===== src/rtl/ula.sv =====
// ula - 16-bit (parameterisable) arithmetic logic unit with registered result.
//
// Operations (op): 00 ADD, 01 SUB, 10 AND, 11 OR. Operands are captured on
// the rising clk edge while in_valid is high; C, flags and out_valid update
// together one cycle later. With in_valid low, C and flags hold and
// out_valid drops.
//
// Ports:
//   clk        system clock, rising-edge active
//   rst        asynchronous active-high reset (clears C, flags, out_valid)
//   in_valid   A/B/op valid this cycle
//   A, B       WIDTH-bit operands
//   op         2-bit opcode
//   C          WIDTH-bit registered result
//   out_valid  one-cycle strobe marking a new result in C
//   flags      {N, Z, Cy, V}, registered alongside C
//
// Optional feature: define ULA_FLAGS_EN to build the status flag logic.
// Without it, flags is tied to 4'b0000 and no flag registers exist.
module ula #(
   parameter int unsigned WIDTH = 16
) (
   input  logic             clk,
   input  logic             rst,
   input  logic             in_valid,
   input  logic [WIDTH-1:0] A,
   input  logic [WIDTH-1:0] B,
   input  logic [1:0]       op,
   output logic [WIDTH-1:0] C,
   output logic             out_valid,
   output logic [3:0]       flags
);

   localparam int unsigned MSB = WIDTH - 1;

   typedef enum logic [1:0] {
      OP_ADD = 2'b00,
      OP_SUB = 2'b01,
      OP_AND = 2'b10,
      OP_OR  = 2'b11
   } op_e;

   logic [WIDTH-1:0] result;

   always_comb begin
      result = '0;
      case (op_e'(op))
         OP_ADD: result = A + B;
         OP_SUB: result = A - B;
         OP_AND: result = A & B;
         OP_OR:  result = A | B;
         default: result = '0;
      endcase
   end

   always_ff @(posedge clk or posedge rst) begin
      if (rst) begin
         C         <= '0;
         out_valid <= 1'b0;
      end else begin
         out_valid <= in_valid;
         if (in_valid) begin
            C <= result;
         end
      end
   end

`ifdef ULA_FLAGS_EN
   logic cy;
   logic v;

   // Carry out of the MSB is recovered from the operand and result sign
   // bits, so no extra adder bit is needed: a carry leaves the top stage
   // when both inputs are 1, or when either is 1 and the sum bit came out 0.
   always_comb begin
      cy = 1'b0;
      v  = 1'b0;
      case (op_e'(op))
         OP_ADD: begin
            cy = (A[MSB] & B[MSB]) | ((A[MSB] | B[MSB]) & ~result[MSB]);
            v  = (A[MSB] == B[MSB]) && (result[MSB] != A[MSB]);
         end
         OP_SUB: begin
            cy = (A < B);
            v  = (A[MSB] != B[MSB]) && (result[MSB] != A[MSB]);
         end
         default: begin
            cy = 1'b0;
            v  = 1'b0;
         end
      endcase
   end

   always_ff @(posedge clk or posedge rst) begin
      if (rst) begin
         flags <= '0;
      end else if (in_valid) begin
         flags <= {result[MSB], (result == '0), cy, v};
      end
   end
`else
   assign flags = '0;
`endif

endmodule


===== config.mk =====
export PLATFORM = sky130hd
export DESIGN_NAME = ula
export DESIGN_NICKNAME = d
export VERILOG_FILES = /design/src/rtl/ula.sv
export SDC_FILE = /design/constraint.sdc
export NUM_CORES = 1
export LEC_CHECK = 0
export BUFFER_PORTS_ARGS = -buffer_cell sky130_fd_sc_hd__buf_2
export CAP_MARGIN = 30
export CELL_PAD_IN_SITES_DETAIL_PLACEMENT = 0
export CELL_PAD_IN_SITES_GLOBAL_PLACEMENT = 1
export CORE_MARGIN = 8
export CORE_UTILIZATION = 40
export DETAILED_ROUTE_END_ITERATION = 8
export MAX_ROUTING_LAYER = met4
export PLACE_DENSITY = 0.83
export SETUP_SLACK_MARGIN = 0.15
export SLEW_MARGIN = 20
export SYNTH_ARGS = -nofsm -noshare
export SYNTH_HDL_FRONTEND = slang
export SYNTH_SLANG_ARGS = --single-unit

===== constraint.sdc =====
create_clock -name clk -period 1.5 [get_ports clk]
set_input_delay 0.225 -clock clk [delete_from_list [all_inputs] [get_ports clk]]
set_output_delay 0.225 -clock clk [all_outputs]
set_load 0.03 [all_outputs]

==> impl_metrics.csv <==
group,metric,value,unit
power_and_ir_drop,p_leak,1.613,nW
global_routing,grtUsageMet1,0.2391,
route,vias,2355,
sta,skew,0,ns
logic_synthesis,synth_warnings,0,
route,drt_iter0_drc,164,
power_and_ir_drop,power.total,2.738,mW
worst_setup_path,worst_setup_path_end_kind,"register",
sta,fmax,406.4,MHz
logic_synthesis,netlist_area,2064,µm²
cts,clock_sinks,17,
logic_synthesis,synth-main-ff-cell,"dfrtp_1",
cts,hold_buffers,0,
power_and_ir_drop,max-vdd-ir-drop,0.0002876,V
sta,worstMarginPinSlew,0.6339,ns
global_routing,grt_overflow,0,
global_routing,grt_max_degree,18,
floorplanning,rows,26,
worst_setup_path,path_cells,"buf_8, nor3_4, nand3b_1, o31ai_2, xor2_1, ha_1, buf_6, buf_6, nand3_1, o31ai_2, o22ai_1, xnor2_1, o21ai_0",
logic_synthesis,synth_area_per_cell,8.325,µm²
cts,path_clk_slew,0.07,ns
logic_synthesis,synthCells,248,
layout,stdcell_count,451,
floorplanning,die_h,87.84,µm
sta,period_needed,2.461,ns
place,gp_congestion,0.9268,
sta,slew_violations,0,
global_routing,use_met2,0.2989,
worst_setup_path,cp_max_fo,4,
worst_setup_path,cpPeakStageDelay,0.38,ns
global_routing,grt_pass1_wl,11270,µm
worst_setup_path,worstSetupStartpointType,"primary input",
layout,final_nets,438,
place,dpl.hpwl,5186,µm
floorplanning,io_pins,58,
worst_setup_path,slowest_stage,"ha_1",
route,viasPerCell,5.222,
logic_synthesis,yosysTopAreaCellShare,0.2061,
place,port_buffers,53,
power_and_ir_drop,p_sw,1.150,mW
cts,root_buffer,"clkbuf_8",
route,wire_per_inst,16.92,µm
logic_synthesis,synthArstFlopShare,1.000,
global_routing,grt_antenna_before_repair,0,
floorplanning,die_width,87.84,µm
sta,rsz0062_at_grt,"true",
worst_hold_path,hold_class,"primary input to asynchronous set/reset pin",
logic_synthesis,synth-edff-count,0,
cts,numCtsBuffers,3,
sta,hold_viol_final,0,
layout,syn2layout_area_growth,67.15,%
floorplanning,initial_core_util,0.4094,
sta,setup_ws,-0.9606,ns
logic_synthesis,ys_seq_area_frac,0.2061,
global_routing,first_global_vias,2347,
logic_synthesis,synthTopCellsByArea,"dfrtp_1 (21%), ha_1 (11%), maj3_1 (6.8%), xnor2_1 (6.8%), a21oi_1 (6.3%)",
layout,drive_above_1_share,0.5433,
sta,finalSetupViolations,14,
cts,cts_buffer_depth,2,
power_and_ir_drop,seq_power_share,0.214,
place,dp_cells,430,
power_and_ir_drop,p_int,1.588,mW
route,ant_nets,0,
cts,cts_htree_levels,1,
worst_setup_path,cp.required,1.63,ns
status,outcome,"finished with violations",
route,wl,7633,µm
cts,cts_tree,"done",
logic_synthesis,synthDistinctLibCells,58,
route,dr.pass1.iters,4,
layout,antenna_cells,0,
sta,fin_setup_tns,-10.43,ns
power_and_ir_drop,combPwrFrac,0.660,
sta,post-route-period-util,1.640,
power_and_ir_drop,power_frac_clock,0.126,
cts,clock_latency,0.25,ns
layout,fillerInstances,379,
logic_synthesis,ys_seq_elements,17,
global_routing,top_usage_layer,"met2",
sta,relSlewSlack,0.5769,
power_and_ir_drop,power_density,793.4,nW/µm²
worst_setup_path,crit_type,"primary input to register",
floorplanning,dieArea,7716,µm²
power_and_ir_drop,swShare,0.4200,
route,drc,0,
logic_synthesis,yosys.area.top_type,"dfrtp_1",
status,violations,"setup timing",
worst_setup_path,crit_arrival,2.59,ns
run,drv_cap,0,
global_routing,met3_usage,0.01032,
global_routing,track_usage,0.1869,
floorplanning,core_area,5042,µm²
## layout make-up
type                            instances  area (µm²)  area share
Multi-Input combinational cell        207        1829      0.5301
Timing Repair Buffer                  141        1015      0.2941
Inverter                               12       48.80     0.01414
Clock buffer                            4       45.04     0.01305
Sequential cell                        17       425.4      0.1233
Tap cell                               70       87.58     0.02538
## cells in the mapped netlist (2+ instances only)
master / instances
xor2_1: 9
nand4_1: 2
o21ai_0: 8
nand2_1: 7
a21oi_2: 3
nor3_2: 2
nand2b_1: 5
clkbuf_1: 6
mux2i_1: 5
inv_1: 11
nor2_1: 28
nand3_1: 5
o31ai_2: 2
o21ai_1: 7
nor3_1: 3
a22oi_1: 4
a21o_1: 3
ha_1: 18
o31ai_1: 3
buf_4: 8
dfrtp_1: 17
xnor2_1: 16
a21oi_1: 26
maj3_1: 14
nor2b_1: 3
## layer usage
layer	part of all wire	wire, µm	vias up
met3	0.061	465	29
met4	0.043	329	0
met5	0	0	-
met2	0.48	3675	81
met1	0.41	3161	1105
li1	-	-	1140
## placed cells by master (no fill, tap or decap), drive strengths merged, types with 4 or more instances in the layout
cell type  instances
buf              141
nor2              29
a21oi             29
ha                18
dfrtp             17
xnor2             17
o21ai             16
maj3              14
inv               11
xor2               9
nand2              7
nand3              5
mux2i              5
nand2b             5
nor3               5
o31ai              5
a22oi              4
conb               4
clkbuf             4
## final timing paths
path / start / end / slack [ns] / depth (start not counted)
worst min-delay path: rst / C[15]$_DFFE_PP0P_ / 0.05 / 2
min in group clk: in_valid / C[12]$_DFFE_PP0P_ / 0.34 / 3
worst max register to register: C[12]$_DFFE_PP0P_ / C[12]$_DFFE_PP0P_ / 0.54 / 4
worst min register to register: C[3]$_DFFE_PP0P_ / C[3]$_DFFE_PP0P_ / 0.52 / 2
worst max-delay path: B[2] / C[13]$_DFFE_PP0P_ / -0.96 / 13
max in group asynchronous: rst / out_valid$_DFF_PP0_ / 1.05 / 2
## power groups by stage
stage | clock, mW | sequential [mW] | combinational [mW]
2_1_floorplan | 0 | 0.761 | 0.727
6_report | 0.344 | 0.587 | 1.81
3_5_place_dp | 0 | 0.594 | 1.41
4_1_cts | 0.352 | 0.585 | 1.58
3_3_place_gp | 0 | 0.590 | 1.40
5_1_grt | 0.370 | 0.600 | 1.93
## stage by stage
| step | hold slack (ns) | utilization | area, µm² | setup WS, ns |
|---|---|---|---|---|
| 2_1_floorplan | 0.1511 | - | 2177 | -0.8584 |
| 3_5_place_dp | 0.3508 | 0.5839 | 2944 | -1.170 |
| 3_3_place_gp | 0.3462 | 0.5839 | 2944 | -1.112 |
| 4_1_cts | 0.07682 | 0.6432 | 3243 | -0.8087 |
| 5_1_grt | 0.1098 | 0.6844 | 3451 | -1.092 |
| 6_report | 0.04690 | 0.6844 | 3451 | -0.9606 |
## cell families (layout without fill, tap and decap cells)
kind of cell / count (synthesis) / after routing / synth area share
AO/OA/AOI/OAI: 70 / 70 / 0.2158
XOR/XNOR: 26 / 26 / 0.1139
adder cells (fa/ha/maj): 33 / 33 / 0.1867
buffers and inverters: 27 / 157 / 0.06727
flip-flops: 17 / 17 / 0.2061
multiplexers: 6 / 6 / 0.02970
other: 1 / 4 / 0.001816
AND/OR/NAND/NOR: 68 / 68 / 0.1788
## worst max-delay path: cells and delay by family
family | cells | cell delay [ns]
and+or+nand+nor | 3 | 0.55
buffers and inverters | 3 | 0.33
AOI/OAI and AO/OA | 4 | 0.81
adders and majority gates | 1 | 0.38
xor gates and xnor gates | 2 | 0.29
## flip-flops by register name (all words and copies together), names as in the netlist
register / count
C: 16
out_valid: 1
## timing repair
action                     CTS  global route
setup buffers                8             9
pin swaps                   45            13
setup endpoints to repair   15            15
gates resized for setup     44            30
Note: power is estimated with default switching activity, not from simulation.
